File: src/rtl/eoc_monitor.sv
// End-of-computation monitor: arms on start, collects per-channel completion reports,
// records the first failing exit code, and flags completion or timeout.
// Optional heartbeat output is compiled in with `define EOC_MONITOR_HEARTBEAT_EN.
module eoc_monitor #(
  parameter int NumChan  = 2,
  parameter int CntWidth = 32,
  parameter int HbPeriod = 1000
) (
  input  logic                  clk_i,
  input  logic                  rst_i,
  input  logic                  start_i,
  input  logic                  clear_i,
  input  logic [NumChan-1:0]    chan_en_i,
  input  logic [CntWidth-1:0]   timeout_i,
  input  logic [NumChan-1:0]    eoc_valid_i,
  input  logic [NumChan*32-1:0] eoc_code_i,
  output logic                  busy_o,
  output logic                  done_o,
  output logic                  pass_o,
  output logic                  timeout_o,
  output logic [NumChan-1:0]    chan_done_o,
  output logic [30:0]           exit_code_o,
  output logic [CntWidth-1:0]   cycles_o,
  output logic                  heartbeat_o
);

  if (NumChan < 1 || NumChan > 32 || HbPeriod < 1) begin : g_bad_param
    $error("eoc_monitor: parameter out of range");
  end

  typedef enum logic [1:0] {
    ST_IDLE,
    ST_RUN,
    ST_DONE,
    ST_TIMEOUT
  } state_e;

  state_e               state_q, state_d;
  logic [NumChan-1:0]   mask_q, mask_d;
  logic [CntWidth-1:0]  timeout_q, timeout_d;
  logic [NumChan-1:0]   chan_done_q, chan_done_d;
  logic [CntWidth-1:0]  cycles_q, cycles_d;
  logic [30:0]          exit_code_q, exit_code_d;
  logic                 fail_q, fail_d;
  logic                 pass_q, pass_d;

  logic [NumChan-1:0]   accept;
  logic                 all_done;
  logic                 captured;

  always_comb begin
    state_d     = state_q;
    mask_d      = mask_q;
    timeout_d   = timeout_q;
    chan_done_d = chan_done_q;
    cycles_d    = cycles_q;
    exit_code_d = exit_code_q;
    fail_d      = fail_q;
    pass_d      = pass_q;
    accept      = '0;
    all_done    = 1'b0;
    captured    = 1'b0;

    for (int k = 0; k < NumChan; k++) begin
      accept[k] = (state_q == ST_RUN) && mask_q[k] && !chan_done_q[k]
                  && eoc_valid_i[k] && eoc_code_i[32*k];
    end

    // Only the lowest-index nonzero code can fill the empty first-fail slot.
    for (int k = 0; k < NumChan; k++) begin
      if (accept[k] && !fail_q && !captured && (eoc_code_i[32*k+1 +: 31] != 31'd0)) begin
        exit_code_d = eoc_code_i[32*k+1 +: 31];
        fail_d      = 1'b1;
        captured    = 1'b1;
      end
    end

    case (state_q)
      ST_IDLE: begin
        if (start_i) begin
          state_d     = ST_RUN;
          mask_d      = chan_en_i;
          timeout_d   = timeout_i;
          chan_done_d = '0;
          cycles_d    = '0;
          exit_code_d = '0;
          fail_d      = 1'b0;
          pass_d      = 1'b0;
        end
      end
      ST_RUN: begin
        if (cycles_q != '1) cycles_d = cycles_q + CntWidth'(1);
        chan_done_d = chan_done_q | accept;
        all_done    = &(chan_done_d | ~mask_q);
        // Completion is checked first so it wins over a coincident timeout.
        if (all_done) begin
          state_d = ST_DONE;
          pass_d  = !fail_d;
        end else if ((timeout_q != '0) && (cycles_q == timeout_q - CntWidth'(1))) begin
          state_d = ST_TIMEOUT;
        end
      end
      default: ;
    endcase

    if (clear_i) begin
      state_d     = ST_IDLE;
      mask_d      = '0;
      timeout_d   = '0;
      chan_done_d = '0;
      cycles_d    = '0;
      exit_code_d = '0;
      fail_d      = 1'b0;
      pass_d      = 1'b0;
    end
  end

  always_ff @(posedge clk_i or posedge rst_i) begin
    if (rst_i) begin
      state_q     <= ST_IDLE;
      mask_q      <= '0;
      timeout_q   <= '0;
      chan_done_q <= '0;
      cycles_q    <= '0;
      exit_code_q <= '0;
      fail_q      <= 1'b0;
      pass_q      <= 1'b0;
    end else begin
      state_q     <= state_d;
      mask_q      <= mask_d;
      timeout_q   <= timeout_d;
      chan_done_q <= chan_done_d;
      cycles_q    <= cycles_d;
      exit_code_q <= exit_code_d;
      fail_q      <= fail_d;
      pass_q      <= pass_d;
    end
  end

  assign busy_o      = (state_q == ST_RUN);
  assign done_o      = (state_q == ST_DONE);
  assign timeout_o   = (state_q == ST_TIMEOUT);
  assign pass_o      = pass_q;
  assign chan_done_o = chan_done_q;
  assign exit_code_o = exit_code_q;
  assign cycles_o    = cycles_q;

`ifdef EOC_MONITOR_HEARTBEAT_EN
  localparam int HbW = (HbPeriod > 1) ? $clog2(HbPeriod) : 1;

  logic [HbW-1:0] hb_cnt_q, hb_cnt_d;
  logic           hb_q, hb_d;

  // Counter phase is tied to start so pulses land every HbPeriod run cycles.
  always_comb begin
    hb_cnt_d = hb_cnt_q;
    hb_d     = 1'b0;
    if (clear_i) begin
      hb_cnt_d = '0;
    end else if (state_q == ST_IDLE && start_i) begin
      hb_cnt_d = '0;
    end else if (state_q == ST_RUN) begin
      if (hb_cnt_q == HbW'(HbPeriod - 1)) begin
        hb_cnt_d = '0;
        hb_d     = (state_d == ST_RUN);
      end else begin
        hb_cnt_d = hb_cnt_q + HbW'(1);
      end
    end
  end

  always_ff @(posedge clk_i or posedge rst_i) begin
    if (rst_i) begin
      hb_cnt_q <= '0;
      hb_q     <= 1'b0;
    end else begin
      hb_cnt_q <= hb_cnt_d;
      hb_q     <= hb_d;
    end
  end

  assign heartbeat_o = hb_q;
`else
  assign heartbeat_o = 1'b0;
`endif

endmodule

File: config.mk
export PLATFORM = sky130hd
export DESIGN_NAME = eoc_monitor
export DESIGN_NICKNAME = d
export VERILOG_FILES = /design/src/rtl/eoc_monitor.sv
export SDC_FILE = /design/constraint.sdc
export NUM_CORES = 1
export LEC_CHECK = 0
export BUFFER_PORTS_ARGS = -buffer_cell sky130_fd_sc_hd__buf_2
export CAP_MARGIN = 20
export CORE_ASPECT_RATIO = 0.7
export CORE_UTILIZATION = 53
export CTS_CLUSTER_DIAMETER = 60
export CTS_CLUSTER_SIZE = 30
export DETAILED_ROUTE_END_ITERATION = 10
export GPL_ROUTABILITY_DRIVEN = 0
export HOLD_SLACK_MARGIN = 0.02
export PLACE_DENSITY = 0.86
export SETUP_SLACK_MARGIN = 0.1
export SKIP_LAST_GASP = 1
export SLEW_MARGIN = 5
export SYNTH_ARGS = -nofsm -noshare
export SYNTH_HDL_FRONTEND = slang
export SYNTH_SLANG_ARGS = --single-unit
File: constraint.sdc
create_clock -name clk_i -period 4.3 [get_ports clk_i]
set_input_delay 0.43 -clock clk_i [delete_from_list [all_inputs] [get_ports clk_i]]
set_output_delay 0.43 -clock clk_i [all_outputs]
set_load 0.02 [all_outputs]
==> results of run 1 <==
## state kept, by name, indices dropped and copies added, names as in the netlist
name	cells
pass_o	1
mask_q	2
fail_q	1
state_q	2
timeout_q	32
chan_done_o	2
cycles_o	32
exit_code_o	31
## cells by family (layout without fill, tap and decap cells)
family | count (synthesis) | in the layout | synth area share [%]
flip-flops | 103 | 103 | 43.1
other | 1 | 1 | 0.0627
adder cells (fa/ha/maj) | 2 | 2 | 0.419
buffers and inverters | 45 | 203 | 3.01
AO/OA/AOI/OAI | 114 | 114 | 12.2
multiplexers | 34 | 34 | 5.76
XOR/XNOR | 69 | 69 | 10.1
AND/OR/NAND/NOR | 316 | 316 | 25.3
## power by group
group          total, mW  switching, mW  internal, mW
Combinational      0.576          0.350         0.226
Clock              0.782          0.359         0.423
Sequential          1.08         0.0675          1.01
Total               2.44          0.776          1.66
## critical path: cells and delay by family, from the launching register on
kind / cells / cell delay (ns)
buffers and inverters: 1 / 0.08
muxes: 1 / 0.36
adders and majority gates: 1 / 0.32
and+or+nand+nor: 5 / 1.46
AOI/OAI and AO/OA: 2 / 0.42
DFF: 1 / 0.43
## stage by stage
step | worst slack (ns) | area, µm² | utilization [%] | power (mW)
final | 1.17 | 7220 | 65.6 | 2.44
after global routing | 0.974 | 7220 | 65.6 | 2.55
after global placement | 1.46 | 6940 | 63.0 | 1.64
after floorplan | 1.17 | 5980 | - | 1.48
after CTS | 1.25 | 7220 | 65.6 | 2.44
after detailed placement | 1.35 | 6940 | 63.0 | 1.66
## path summary, 6_finish.rpt
path / depth (start not counted) / to / slack, ns
min in group clk_i: 3 / timeout_q[19] / 0.31
max reg2reg: 10 / state_q[1] / 1.17
max: 10 / state_q[1] / 1.17
min: 2 / cycles_o[4] / 0.26
min reg2reg: 2 / chan_done_o[1] / 0.53
max in group asynchronous: 3 / timeout_q[23] / 3.09
## area by class of cell
type	count	area [µm²]	share of cell area (%)
clock buffers	11	253	3.50
clock inverters	4	30.0	0.416
inverters	9	36.3	0.502
multi-input cells	536	3220	44.6
flip-flops and latches	103	2580	35.7
well taps	153	191	2.65
repair buffers	179	913	12.6
## layout by cell type, fill, tap and decap left out, types with 3 or more instances in the layout
cell and instances:
sky130_fd_sc_hd__mux2_2 3, sky130_fd_sc_hd__xnor2_1 43, sky130_fd_sc_hd__nor2b_1 5, sky130_fd_sc_hd__buf_2 172
sky130_fd_sc_hd__inv_1 8, sky130_fd_sc_hd__a21oi_1 45, sky130_fd_sc_hd__nor4_1 22, sky130_fd_sc_hd__nor3_1 25
sky130_fd_sc_hd__o21ai_0 10, sky130_fd_sc_hd__a31oi_1 3, sky130_fd_sc_hd__nor2_1 81, sky130_fd_sc_hd__nand2b_1 8
sky130_fd_sc_hd__and4_1 4, sky130_fd_sc_hd__and3_1 5, sky130_fd_sc_hd__nand3_1 17, sky130_fd_sc_hd__nand2_1 104
sky130_fd_sc_hd__and2_1 3, sky130_fd_sc_hd__dfrtp_1 103, sky130_fd_sc_hd__o211ai_1 4, sky130_fd_sc_hd__mux2i_1 31
sky130_fd_sc_hd__nor3b_1 6, sky130_fd_sc_hd__xor2_1 26, sky130_fd_sc_hd__a211oi_1 34, sky130_fd_sc_hd__nand4_1 13
sky130_fd_sc_hd__clkbuf_16 9, sky130_fd_sc_hd__buf_4 7, sky130_fd_sc_hd__or3_1 10
## metal layers
layer | routed length, µm | track usage, %
met1 | 7720 | 43.8
met2 | 7410 | 44.4
met3 | 1410 | 6.64
met4 | 252 | 8.33
met5 | 0 | 0
==> results list, run 1 <==
- The synthesized netlist occupies a cell area of 5980 µm².
- Synth cell types: 51
- Max Cap Violations: 0
- For the worst-skew pair, the clock arrives at the later sink with an insertion delay of around 0.35 ns.
- Post-cts hold buffer count: 0
- For this run, the post-layout net count is 944.
- Setup repair after global routing left no endpoint under its margin.
- Count of filler cells inserted in the layout: 952
- The count of final max-slew check failures is 0.
- Compared with the post-synthesis result, the final layout area differs by 20.8%.
- The initialized floorplan defines 32 standard-cell rows.
- Total GRT Usage: between 20 and 30%
- I/O pins: 174
- No sink is reached through more buffers than the 2 on the longest clock path.
- The flow ran to the end, and the final reports show no timing, DRC or antenna violations.
- The H-tree was split into 3 levels.
* Setup fix buffers added after clock tree synthesis: 0
- Final critical delay including setup and external delays: 3.13 ns
* Die Footprint: 11700 µm²
- Post-Syn Nets: 790
- Setup-failing EPs final: 0
- Counting instances in the post-synthesis netlist gives the leading cell types as sky130_fd_sc_hd__nand2_1 (105), sky130_fd_sc_hd__dfrtp_1 (103), sky130_fd_sc_hd__nor2_1 (81), sky130_fd_sc_hd__a21oi_1 (45), sky130_fd_sc_hd__xnor2_1 (43).
* EDFF count, synth: 0
- DIE HEIGHT: 90.9 µm
- Global-route wire length before repair: 27100 µm
- The repair_antennas step left the layout with diodes totalling 0.
- Routed wirelength normalized by instance count: 16.9 µm
* Most repeated cell in the gate-level netlist after synthesis: sky130_fd_sc_hd__nand2_1
* Post-synth top area cell: sky130_fd_sc_hd__dfrtp_1
- Vias after detailed routing: 5739
* CTS Root Buffer Type: sky130_fd_sc_hd__clkbuf_16
* Arrival time at the worst endpoint: 3.42 ns
- Number of search-and-repair iterations in the first detailed-routing pass: 5
- Dividing the synthesized area by the synthesized cell count gives between 8 and 9 µm².
- Fraction of final layout cells with drive strength greater than 1: 24.7%
* Critical-path cell with the highest stage delay: sky130_fd_sc_hd__dfrtp_1
- The hold violation total from the final report was 0.
- After synthesis the netlist holds a flip-flop and latch count of 103.
- Clock-pin slew on the worst setup and hold paths: 0.07 ns
- Share of the synthesized area in the top cell type: 43.1%
- Leakage power of the design: ~3.5 nW
- Of all nets on the critical path, the largest fanout is 8.
- Placed cell count: 980
- Initial antenna violation count: 0
- VDD sags by at most slightly above 200 µV.
- In the final timing run, aggregate negative setup slack is 0 ns.
* Total half-perimeter wirelength after legalization and detailed placement: 12400 µm
* Actual transition at the worst max-transition pin: just under 1 ns
- The count of nets left with antenna violations once routing finished came out at 0.
- Proportion of synthesized flip-flops having asynchronous set or reset: between 90% and 100%
* Largest stage delay on the critical path: 0.43 ns
- Startpoint of the most critical register-to-register path: timeout_q[0]
* Maximum clock skew at final layout: between 0.007 and 0.008 ns
* Initial cell density of the core: 54.3%
- The worst setup path is captured at a flip-flop.
- Count of input and output buffers: 172
- Summed over all layers, the global routing overflow is 0.
- Wires add up to between 15000 and 20000 µm.
- Largest net degree at the start of global routing: 70
* Dominant synthesized flop cell: sky130_fd_sc_hd__dfrtp_1
* Part of the cycle the worst path needs: 72.9%
- Most area-consuming cells after synthesis: sky130_fd_sc_hd__dfrtp_1 (43%), sky130_fd_sc_hd__nand2_1 (6.6%), sky130_fd_sc_hd__xnor2_1 (6.3%)
* Chip width: 129 µm
- CTS saw around 100 sinks.
- The worst setup path is launched from a flip-flop.
- Relative slew slack: 35.2%
- Core box area: 11000 µm²
- In this run the worst setup path begins at timeout_q[0].
- Finished Layout Cells: 995
- TritonCTS built the clock tree.
- Cts bufs inserted: 9
* Worst Path Required: 4.59 ns
- Number of standard cells after synthesis: ~680
- Yosys printed 0 warnings.
* Drt drc: 0
- Seq/Total Area, Yosys: between 40% and 50%
* Path type of the worst min-delay path: in -> async
- Timing would allow up to 319 MHz.
- Worst-path cell chain: inv_1, ha_1, nor3b_1, nand2_1, nor3_1, mux2_2, nor4_1, nand4_1, o31ai_1, a22o_1
* Initial DRC Count: ~540
- Gates resized during post-CTS repair numbered 0.
* Via count of the first global-routing pass: 5285
- Power spread over the standard cell area amounts to between 300 and 400 nW/µm².
- The critical path is of the reg -> reg type.
- Via count normalized by instance count: 5.77
* Worst slack on hold paths: ~0.26 ns
No activity file was read; power rests on OpenSTA's default activity.
==> run 2: changes to the inputs <==
==> constraint.sdc (replaced) <==
create_clock -name clk_i -period 3.13 [get_ports clk_i]
set_input_delay 0.313 -clock clk_i [delete_from_list [all_inputs] [get_ports clk_i]]
set_output_delay 0.313 -clock clk_i [all_outputs]
set_load 0.02 [all_outputs]
==> run 2 against run 1 <==
Sequential cell count unchanged. Critical endpoint unchanged. Non-clock buffer count is 14 higher. Routed wire length is 0.72% higher. Combinational power up 39%. Critical path type unchanged.
==> results list, run 2 (synthesis gave the netlist of run 1 again) <==
- At the end of the flow, the number of nets in the layout was 958.
* Setup-failing EPs final: 0
- The first global-routing pass estimated 27700 µm of wire.
- Buffers added to address setup during post-CTS repair amount to 0.
- Net switching is between 30% and 40% of the power.
* Final worst-path setup slack: 0.309 ns
- Once detail routing completed, the nets flagged for antenna violations numbered 0.
* Count of input and output buffers: 172
- Summed over all nets, the half-perimeter wirelength after detailed placement is between 10000 and 15000 µm.
* Crit path launch type: flip-flop
- STA puts the critical path data required time at between 3 and 4 ns.
* Switching Power: 1.09 mW
- The clock passes through at most 2 buffers.
- Setup repair after global routing missed its margin: false
* Combinational cell fraction of total power: 23.9%
* Number of search-and-repair iterations in the first detailed-routing pass: 5
- Relative slew slack: 52.0%
* Run status: finished, final reports clean
- Max-cap violations in this run came to 0.
- Largest net degree at the start of global routing: 65
* CTS Root Buffer Type: sky130_fd_sc_hd__clkbuf_16
- In the routed design, unresolved DRC markers number 0.
- Maximum clock skew at final layout: between 0.006 and 0.007 ns
* I/O pins: 174
* GRT overflow: 0
* Most used cells in the layout excluding fill and tap cells: sky130_fd_sc_hd__buf_2 (172), sky130_fd_sc_hd__nand2_1 (104), sky130_fd_sc_hd__dfrtp_1 (103)
- DIE HEIGHT: around 91 µm
- Actual transition at the worst max-transition pin: between 0.7 and 0.8 ns
* Arrival time at the worst endpoint: 3.11 ns
* Via count normalized by instance count: 5.72
- Prior to clock tree synthesis, the placed netlist has a worst setup slack of 0.222 ns.
- Leakage power of the design: 3.63 nW
- Chip width: 129 µm
- Maximum resistive drop on vdd: 323 µV
- Across every metal layer, demand over resource in global routing totals between 30% and 40%.
- Skew-Pair Late Insertion Delay: 0.35 ns
- Highest fanout seen on the critical path: 7
- Count of filler cells inserted in the layout: 921
* Proportion of power drawn by the clock network: 31.9%
* Initial cell density of the core: 54.3%
- Worst slack on hold paths: 0.00667 ns
- TritonCTS created 9 clock buffers.
- Most common cell after layout, fill and taps aside: sky130_fd_sc_hd__buf_2
- Number of clock sinks: 103
- Clock-pin slew on the worst setup and hold paths: 0.07 ns
- The area growth from synthesis to layout is 23.4%.
* Final-report hold violation count: 0
- The worst setup path is captured at a flip-flop.
- The clock period could shrink to between 2 and 3 ns.
- The number of global-route vias before repair is 5424.
* Max-slew violation count: 0
- Final setup TNS: 0 ns
- The post-route netlist has approximately a quarter of its cells at a drive strength greater than 1.
- Number of levels in the clock H-tree: 3
- Power Dens Cells: 454 nW/µm²
- Path type of the worst min-delay path: in -> async
- The floorplan step defined a die boundary enclosing 11700 µm².
- After detailed routing, the total wire length is 16900 µm.
- For this design, the CTS-stage hold fixing added 0 buffers.
- Dividing the detail-routed wire length by the instance count gives roughly 17 µm.
- Cell internal power dissipation: 2.27 mW
- Peak clock frequency supported by timing: 354 MHz
* CTS tree: yes
* Worst Path Class, Setup: reg -> reg
* Vias after detailed routing: 5773
* Core box area: ~11000 µm²
- Initial antenna violation count: 0
- The initialized floorplan defines 32 standard-cell rows.
- The repair_antennas step left the layout with diodes totalling 0.
- The detailed router finished its first iteration with 427 violations.
- Register share of total power: 44.2%
* Minimum setup slack among reg-to-reg paths: ~0.31 ns
- Dividing the final minimum period by the clock period gives about nine tenths.
==> run 2: final cells by class <==
cell class / count / area, µm² / area share, %
sequential: 103 / 2580 / 34.9
multi-input combinational: 536 / 3230 / 43.8
tap: 153 / 191 / 2.59
clock inverter: 7 / 56.3 / 0.763
timing repair buffer: 193 / 1060 / 14.3
inverter: 9 / 36.3 / 0.492
clock buffer: 9 / 225 / 3.05
==> run 2: worst paths after layout <==
check                          startpoint             end  cells past startpoint
max reg2reg                  timeout_q[7]      state_q[1]                      8
min reg2reg                chan_done_o[1]  chan_done_o[1]                      2
min                                 rst_i     cycles_o[0]                      2
max in group asynchronous           rst_i    cycles_o[29]                      3
min in group clk_i           timeout_i[6]    timeout_q[6]                      3
max                          timeout_q[7]      state_q[1]                      8
==> run 2: per-stage QoR <==
| stage | area, µm² | util [%] | power, mW | cells |
|---|---|---|---|---|
| 4_1_cts | 7360 | 66.9 | 3.35 | 1010 |
| 2_1_floorplan | 5980 | - | 2.03 | 684 |
| 5_1_grt | 7380 | 67.0 | 3.51 | 1010 |
| 3_5_place_dp | 7080 | 64.3 | 2.29 | 994 |
| 6_report | 7380 | 67.0 | 3.35 | 1010 |
| 3_3_place_gp | 7080 | 64.3 | 2.27 | 994 |
==> run 2: what timing repair did <==
item                       in CTS  in global routing
resized for setup               0                  3
setup endpoints to repair       0                  3
hold endpoints to repair        0                  0
==> run 2: routing by layer <==
layer | routed length, µm | share of wire, % | vias up | global-route usage [%]
met4 | 280 | 1.7 | 0 | 7.55
met5 | 0 | 0 | - | 0
li1 | - | - | 2744 | -
met1 | 7780 | 46 | 2733 | 44.2
met2 | 7490 | 44 | 265 | 46.0
met3 | 1360 | 8.0 | 31 | 6.22
==> run 2: power by group through the flow <==
stage,Clock (mW),Sequential (mW),Combinational [mW]
2_1_floorplan,0,1.49,0.543
3_3_place_gp,0,1.50,0.771
3_5_place_dp,0,1.50,0.786
4_1_cts,1.08,1.48,0.792
5_1_grt,1.14,1.49,0.883
6_report,1.07,1.48,0.800
==> run 2: worst max-delay path, cell delays in order, from the launching register on <==
cell                      delay [ns]
sky130_fd_sc_hd__dfrtp_1        0.47
sky130_fd_sc_hd__nor3_1         0.44
sky130_fd_sc_hd__nand3_1        0.31
sky130_fd_sc_hd__nor3_1         0.36
sky130_fd_sc_hd__mux2_2         0.38
sky130_fd_sc_hd__nor4_1         0.27
sky130_fd_sc_hd__nand4_1        0.16
sky130_fd_sc_hd__o31ai_1        0.23
sky130_fd_sc_hd__a22o_1         0.15
